## src/rtl/mul_sqrt_2_pkg.sv

```systemverilog
// Shared constants and helpers for the x*sqrt(2) shift-add datapath.
package mul_sqrt_2_pkg;

    // Shift amounts of the sqrt(2) approximation: x + x>>>2 + x>>>3 + x>>>5 + x>>>7
    localparam int unsigned SQ2_SH [4] = '{2, 3, 5, 7};

    function automatic int unsigned width_of(input int unsigned n);
        return 32'(1) << n;
    endfunction

    function automatic logic [63:0] sat_max(input int unsigned n);
        return (64'(1) << (width_of(n) - 1)) - 64'(1);
    endfunction

    function automatic logic [63:0] sat_min(input int unsigned n);
        return 64'(0) - (64'(1) << (width_of(n) - 1));
    endfunction

endpackage

```

## src/rtl/adder.sv

```systemverilog
// Plain W-bit two's-complement adder; callers size W so it cannot overflow.
module adder #(
    parameter int unsigned W = 17
) (
    input  logic signed [W-1:0] a,
    input  logic signed [W-1:0] b,
    output logic signed [W-1:0] sum_c
);

    assign sum_c = a + b;

endmodule

```

## src/rtl/reg_n.sv

```systemverilog
// W-bit register with load enable, cleared by asynchronous reset.
module reg_n #(
    parameter int unsigned W = 1
) (
    input  logic         clk,
    input  logic         rst,
    input  logic         en,
    input  logic [W-1:0] d,
    output logic [W-1:0] q
);

    always_ff @(posedge clk or posedge rst) begin
        if (rst) begin
            q <= '0;
        end else if (en) begin
            q <= d;
        end
    end

endmodule

```

## src/rtl/sar_n.sv

```systemverilog
// Constant arithmetic right shift (rounds toward minus infinity).
module sar_n #(
    parameter int unsigned W  = 17,
    parameter int unsigned SH = 1
) (
    input  logic signed [W-1:0] a,
    output logic signed [W-1:0] y_c
);

    assign y_c = a >>> SH;

endmodule

```

## src/rtl/sat_w1.sv

```systemverilog
// Combinational saturation of a signed W+1 bit value to W bits with clip flag.
module sat_w1
    import mul_sqrt_2_pkg::*;
#(
    parameter  int unsigned N = 4,
    localparam int unsigned W = width_of(N)
) (
    input  logic signed [W:0]   a,
    output logic signed [W-1:0] y_c,
    output logic                clip_c
);

    localparam logic [W-1:0] MAX_V = W'(sat_max(N));
    localparam logic [W-1:0] MIN_V = W'(sat_min(N));

    // Value fits in W bits exactly when the two top bits agree.
    always_comb begin
        y_c    = a[W-1:0];
        clip_c = 1'b0;
        if (a[W] != a[W-1]) begin
            clip_c = 1'b1;
            y_c    = a[W] ? MIN_V : MAX_V;
        end
    end

endmodule

```

## src/rtl/mul_sqrt_2.sv

```systemverilog
// Three-stage valid/ready pipeline computing a saturated x*1.4140625 via shifts and adds.
module mul_sqrt_2
    import mul_sqrt_2_pkg::*;
#(
    parameter  int unsigned N = 4,
    localparam int unsigned W = width_of(N)
) (
    input  logic                clk,
    input  logic                rst,
    input  logic signed [W-1:0] in,
    input  logic                in_valid,
    output logic                in_ready,
    output logic signed [W-1:0] out,
    output logic                out_valid,
    input  logic                out_ready,
    output logic                out_sat
);

    localparam int unsigned W1 = W + 1;

    logic v1, v2, v3;
    logic adv1_c, adv2_c, adv3_c;

    logic signed [W1-1:0] xe;
    logic signed [W1-1:0] sh2_c, sh3_c, sh5_c, sh7_c;
    logic signed [W1-1:0] a_c, b_c, a_q, b_q, c_q;
    logic signed [W1-1:0] d_c, d_q, c2_q, e_c;
    logic signed [W-1:0]  sat_y_c;
    logic                 sat_clip_c;

    // A stage advances when it is empty or its successor advances.
    assign adv3_c    = ~v3 | out_ready;
    assign adv2_c    = ~v2 | adv3_c;
    assign adv1_c    = ~v1 | adv2_c;
    assign in_ready  = adv1_c;
    assign out_valid = v3;

    assign xe = {in[W-1], in};

    // Stage 1: partial sums a = x + x>>>2, b = x>>>3 + x>>>5, c = x>>>7
    sar_n #(.W(W1), .SH(SQ2_SH[0])) u_sh2 (.a(xe), .y_c(sh2_c));
    sar_n #(.W(W1), .SH(SQ2_SH[1])) u_sh3 (.a(xe), .y_c(sh3_c));
    sar_n #(.W(W1), .SH(SQ2_SH[2])) u_sh5 (.a(xe), .y_c(sh5_c));
    sar_n #(.W(W1), .SH(SQ2_SH[3])) u_sh7 (.a(xe), .y_c(sh7_c));

    adder #(.W(W1)) u_add_a (.a(xe),    .b(sh2_c), .sum_c(a_c));
    adder #(.W(W1)) u_add_b (.a(sh3_c), .b(sh5_c), .sum_c(b_c));

    reg_n #(.W(1))  u_v1  (.clk(clk), .rst(rst), .en(adv1_c), .d(in_valid), .q(v1));
    reg_n #(.W(W1)) u_a_q (.clk(clk), .rst(rst), .en(adv1_c), .d(a_c),      .q(a_q));
    reg_n #(.W(W1)) u_b_q (.clk(clk), .rst(rst), .en(adv1_c), .d(b_c),      .q(b_q));
    reg_n #(.W(W1)) u_c_q (.clk(clk), .rst(rst), .en(adv1_c), .d(sh7_c),    .q(c_q));

    // Stage 2: d = a + b, c carried along
    adder #(.W(W1)) u_add_d (.a(a_q), .b(b_q), .sum_c(d_c));

    reg_n #(.W(1))  u_v2   (.clk(clk), .rst(rst), .en(adv2_c), .d(v1),  .q(v2));
    reg_n #(.W(W1)) u_d_q  (.clk(clk), .rst(rst), .en(adv2_c), .d(d_c), .q(d_q));
    reg_n #(.W(W1)) u_c2_q (.clk(clk), .rst(rst), .en(adv2_c), .d(c_q), .q(c2_q));

    // Stage 3: final sum, saturate, register result
    adder #(.W(W1)) u_add_e (.a(d_q), .b(c2_q), .sum_c(e_c));

    sat_w1 #(.N(N)) u_sat (
        .a      (e_c),
        .y_c    (sat_y_c),
        .clip_c (sat_clip_c)
    );

    reg_n #(.W(1)) u_v3    (.clk(clk), .rst(rst), .en(adv3_c), .d(v2),         .q(v3));
    reg_n #(.W(W)) u_out   (.clk(clk), .rst(rst), .en(adv3_c), .d(sat_y_c),    .q(out));
    reg_n #(.W(1)) u_o_sat (.clk(clk), .rst(rst), .en(adv3_c), .d(sat_clip_c), .q(out_sat));

endmodule

```

## config.mk

```make
export PLATFORM = sky130hd
export DESIGN_NAME = mul_sqrt_2
export DESIGN_NICKNAME = d
export VERILOG_FILES = /design/src/rtl/mul_sqrt_2_pkg.sv /design/src/rtl/adder.sv /design/src/rtl/reg_n.sv /design/src/rtl/sar_n.sv /design/src/rtl/sat_w1.sv /design/src/rtl/mul_sqrt_2.sv
export SDC_FILE = /design/constraint.sdc
export NUM_CORES = 1
export LEC_CHECK = 0
export ABC_CLOCK_PERIOD_IN_PS = 3000
export CAP_MARGIN = 25
export CORE_MARGIN = 5
export CORE_UTILIZATION = 53
export CTS_CLUSTER_DIAMETER = 40
export CTS_CLUSTER_SIZE = 16
export DETAILED_ROUTE_END_ITERATION = 6
export MAX_ROUTING_LAYER = met4
export PLACE_DENSITY_LB_ADDON = 0.12
export SLEW_MARGIN = 0
export SYNTH_ARGS = -nofsm -noshare
export SYNTH_HDL_FRONTEND = slang
export SYNTH_SLANG_ARGS = --single-unit
```

## constraint.sdc

```tcl
create_clock -name clk -period 3 [get_ports clk]
set_input_delay 0.6 -clock clk [delete_from_list [all_inputs] [get_ports clk]]
set_output_delay 0.6 -clock clk [all_outputs]
set_load 0.01 [all_outputs]
```

# Word-level counts from Yosys, hierarchy flattened

Cells that the tools add are included.

Output and inout bits: 19
Flip-flop bits (word level): 89
Logic and storage cells: 24
Input port bits: 20

Equal/unequal tests: 1
Mux-type cells: 3
Bitwise logic cells: 6
Add/sub/neg operators: 4

Operators with widths:

| operator       | count |
|---|---|
| $mux 16        | 2 |
| $add 16x14->17 | 1 |
| $add 17x17->17 | 1 |
| $add 17x9->17  | 1 |
| $add 13x11->14 | 1 |
| $not 1->1      | 3 |
| $or 1x1->1     | 3 |
| $mux 1         | 1 |
| $ne 1x1->1     | 1 |

# Longest topological paths before layout

Depth after elaboration: 4
Gate-level depth with buffers: 11
Gate-level depth less buffers: 9

# By module

From an unflattened synthesis, not the netlist that was laid out.

Cells, all modules: 749
Area total of the unflattened synthesis: 8132.8 um2

By module, submodules not included:

| module               | area each (um2) | cells each | seq. area each (um2) | instances |
|---|---|---|---|---|
| reg_n at u_a_q ...   | 689.4           | 37         | 425.4                | 5 |
| adder at u_add_a ... | 762.0           | 100        | 0.0                  | 3 |
| adder at u_add_e     | 827.0           | 107        | 0.0                  | 1 |
| reg_n at u_out       | 653.1           | 35         | 400.4                | 1 |
| sar_n                | 127.6           | 17         | 0.0                  | 4 |
| sat_w1               | 211.5           | 39         | 0.0                  | 1 |
| reg_n at u_o_sat ... | 43.8            | 3          | 25.0                 | 4 |
| mul_sqrt_2           | 22.5            | 3          | 0.0                  | 1 |

# Worst setup path after synthesis

Ideal clock, no wire load.

Path kind: input port to flip-flop
Start point: input port in[0]
End point: register u_a_q.q[14]
Stages on the path: 9
Library setup time: 0.137 ns
Required time: 2.863 ns
Arrival time: 2.402 ns
Slack: 0.461 ns
Cell sequence: ha_1 > fa_1 > a21o_1 > a21o_1 > a221oi_1 > o21a_1 > o21ai_0 > xnor2_1 > a21oi_1

Longest elaborated chain between the ends: 1

RTL lines:

| element              | line             | text |
|---|---|---|
| start, declared      | mul_sqrt_2.sv:10 | `input logic signed [W-1:0] in,` |
| $add 16x14->17       | adder.sv:10      | `assign sum_c = a + b;` |
| end signal, assigned | reg_n.sv:14      | `q <= '0;` |
| end signal, assigned | reg_n.sv:16      | `q <= d;` |
| end, declared        | reg_n.sv:9       | `output logic [W-1:0] q` |

Every way passes these cells.
A chain may end at the register's enable or synchronous reset.

# Worst setup path in the final report

Start point: register u_a_q.q[0]
End point: register u_d_q.q[12]

Longest elaborated chain between the ends: 1

RTL lines:

| element              | line |
|---|---|
| $add 17x17->17       | adder.sv:10 |
| end signal, assigned | reg_n.sv:14 |
| end signal, assigned | reg_n.sv:16 |
| end, declared        | reg_n.sv:9 |

Every way passes these cells.

==> metrics.cfg <==
[clock_tree]
cts_tree = built
post_cts_resized = 0
clock_path_buffers = 2
cts_sinks = 84
clk_latency_ns = 0.36
post_cts_buffers = 0
clk_transition_reported_paths_ns = 0.09
cts_root_buf = clkbuf_8
h-tree-depth = 3
ctsHoldBuffers = 0
cts_buffers = 9

[grt]
busiest_layer = met2
grt_overflow = 0
gr-usage-met3 = 0.0414
grt_max_degree = 47
grt.total_usage = 0.215
grt_pass1_wl_mm = 22.2
antenna_found_initial = 0
gr-usage-met2 = 0.351
use_met1 = 0.275
first_global_vias = 4879

[yosys]
syn_inst = 663
synth-async-reset-ratio = 1.00
yosys.area_share.simple = 0.164
synth_mux_area_frac = 0.00545
synth-compound-area-share = 0.240
synth.top_cell.area_share = 0.367
yosysTopAreaCell = dfrtp_1
ys_types = 58
yosysSeqAreaShare = 0.367
syn_area_um2 = 5730
syn_area_per_cell_um2 = 8.65
ys_seq_elements = 84
yosysWarnings = 0
synth_top_family_by_area = compound AO/OA/AOI/OAI gates
synth_edf_count = 0
ys.flop_type = dfrtp_1
syn_nets = 734
synth_adder_area_share = 0.117
synth_xor_area_frac = 0.0748
netlist_top_cells_area = dfrtp_1, ha_1, nand2_1

[floorplan]
die_h_um = 114
num_rows = 38
io_pins = 39
initial_core_util = 0.536
core_area_um2 = 10700
chipWidth_um = 114
dieArea_um2 = 13000

[critical_path]
worstSetupStartpointType = register
cp_cell_sequence = ha_1, fa_1, a21oi_1, o21bai_1, a2111oi_4, o311ai_0, a21oi_1, xor2_1, o21ai_1
path_depth = 9
cp_max_fo = 3
cp_slowest_cell = a2111oi_4
worstSetupEndpointType = register
slowest_delay_ns = 0.51
reg2reg_from = u_a_q.q[0]
worst_r2r_endpoint = u_d_q.q[12]
ff2ff_path_depth = 9
critical_path_class = reg -> reg
cpMostUsedCell = a21oi_1
r2r_slack_ns = 0.27
startpoint = u_a_q.q[0]
crit_path_end = u_d_q.q[12]
cp_top_family = compound AO/OA/AOI/OAI gates
cp.arrival_ns = 2.99
cp.required_ns = 3.26
crit_buf_inv = 0

[finish]
fin_cells = 856
drive_above_1_share = 0.103
final_common_cell = nand2_1
finish.instance_area_um2 = 6610
final_cell_mix = nand2_1, dfrtp_1, a21oi_1
diodes = 0
syn_to_final_growth_pct = 15.3
fin_nets = 782

[timing]
timing.final.crit_period_ns = 2.73
maxSlewViolCount = 0
hold_viol = 0
worst_slew_pin_slew_ns = 0.643
fin_worst_skew_ns = 0.0118
setup_violations = 0
rsz0062_at_grt = false
period_share = 0.911
slew_headroom = 0.571
setup_ws_ns = 0.268
fmax_mhz = 366

[place]
dp.cells = 840
place_congestion = 0.977
place_area_um2 = 6380
port_buffers = 38
pre_cts_slack_ns = -0.0707
dpl.hpwl_mm = 9.68

[routing]
wirelength_mm = 12.4
drtPass1Iterations = 5
post_drt_wl_per_cell_um = 14.5
drt_iter0_markers = 255
detail-route-antenna-nets = 0
vias_per_cell = 5.62
via_count = 4811
drc_errors = 0

[status]
outcome = finished clean

[pwr]
power_density_nw_per_um2 = 940
vdd_drop_max_uv = 497
leakage_nw = 2.99

[flow_run]
drv_cap = 0

[hold_path]
hold_path.class = reg -> reg

[worst min path at each step]
stage	start	end	slack, ns	cells past startpoint
floorplan	u_v1.q	u_v2.q	0.43	1
global placement	u_v1.q	u_v2.q	0.43	1
detailed placement	u_v1.q	u_v2.q	0.45	1
CTS	u_v1.q	u_v2.q	0.47	1
global route	u_v1.q	u_v2.q	0.49	1
finish	u_v1.q	u_v2.q	0.46	1
[state kept, by name, indices dropped and copies added (netlist names)]
| signal | flops |
|---|---|
| u_v1.q | 1 |
| u_b_q.q | 14 |
| u_c2_q.q | 9 |
| u_c_q.q | 8 |
| u_o_sat.q | 1 |
| u_d_q.q | 17 |
| u_v2.q | 1 |
| u_out.q | 16 |
| u_v3.q | 1 |
| u_a_q.q | 16 |
[Yosys cell counts (6+ instances only)]
library cell  count
dfrtp_1          84
nand2b_1          8
a21oi_2           9
nor3_1            6
a31oi_1           7
o21bai_1          8
o21ai_1          14
clkbuf_1         21
a21oi_1          72
o21ai_0          46
a21o_1           26
nor2_1           41
xor2_1           17
nand3_1           9
nand2_1         126
a211oi_1          6
ha_1             47
xnor2_1          32
inv_1             9
[stage by stage]
step | setup TNS, ns | util | total power [mW] | hold slack, ns
final | 0 | 0.618 | 6.21 | 0.464
after global routing | 0 | 0.618 | 6.81 | 0.490
after CTS | 0 | 0.615 | 6.21 | 0.467
after detailed placement | -0.0776 | 0.596 | 5.36 | 0.449
after global placement | 0 | 0.596 | 5.26 | 0.434
after floorplan | 0 | - | 4.54 | 0.426
[power by group]
part	switching [mW]	internal [mW]	leakage, nW
registers	0.220	1.50	0.984
logic	2.02	1.64	1.91
clock network	0.401	0.428	0.102
total	2.64	3.57	2.99
[worst reg2reg max path, stage by stage (launching register included)]
cell,delay [ns]
dfrtp_1,0.39
ha_1,0.23
fa_1,0.41
a21oi_1,0.18
o21bai_1,0.16
a2111oi_4,0.51
o311ai_0,0.21
a21oi_1,0.28
xor2_1,0.20
o21ai_1,0.07
[cell families (layout without fill, tap and decap cells)]
kind of cell | Yosys count | in the layout
buffers and inverters | 41 | 94
muxes | 3 | 3
adders and majority gates | 51 | 51
DFF | 84 | 84
AOI/OAI and AO/OA | 217 | 217
xor gates and xnor gates | 49 | 49
and+or+nand+nor | 218 | 218
[per-layer routing]
layer | wire, um | vias up
li1 | - | 2443
met1 | 5680 | 2265
met2 | 6000 | 85
met3 | 542 | 18
met4 | 181 | 0
met5 | 0 | -
[area by class of cell]
type | instances | area, um2
fill | 978 | 4090
multi-input combinational | 538 | 3480
sequential | 84 | 2100
timing repair buffer | 69 | 613
tap | 140 | 175
clock buffer | 12 | 155
clock inverter | 4 | 47.5
inverter | 9 | 35.0
Power figures use the tool's default switching activity.
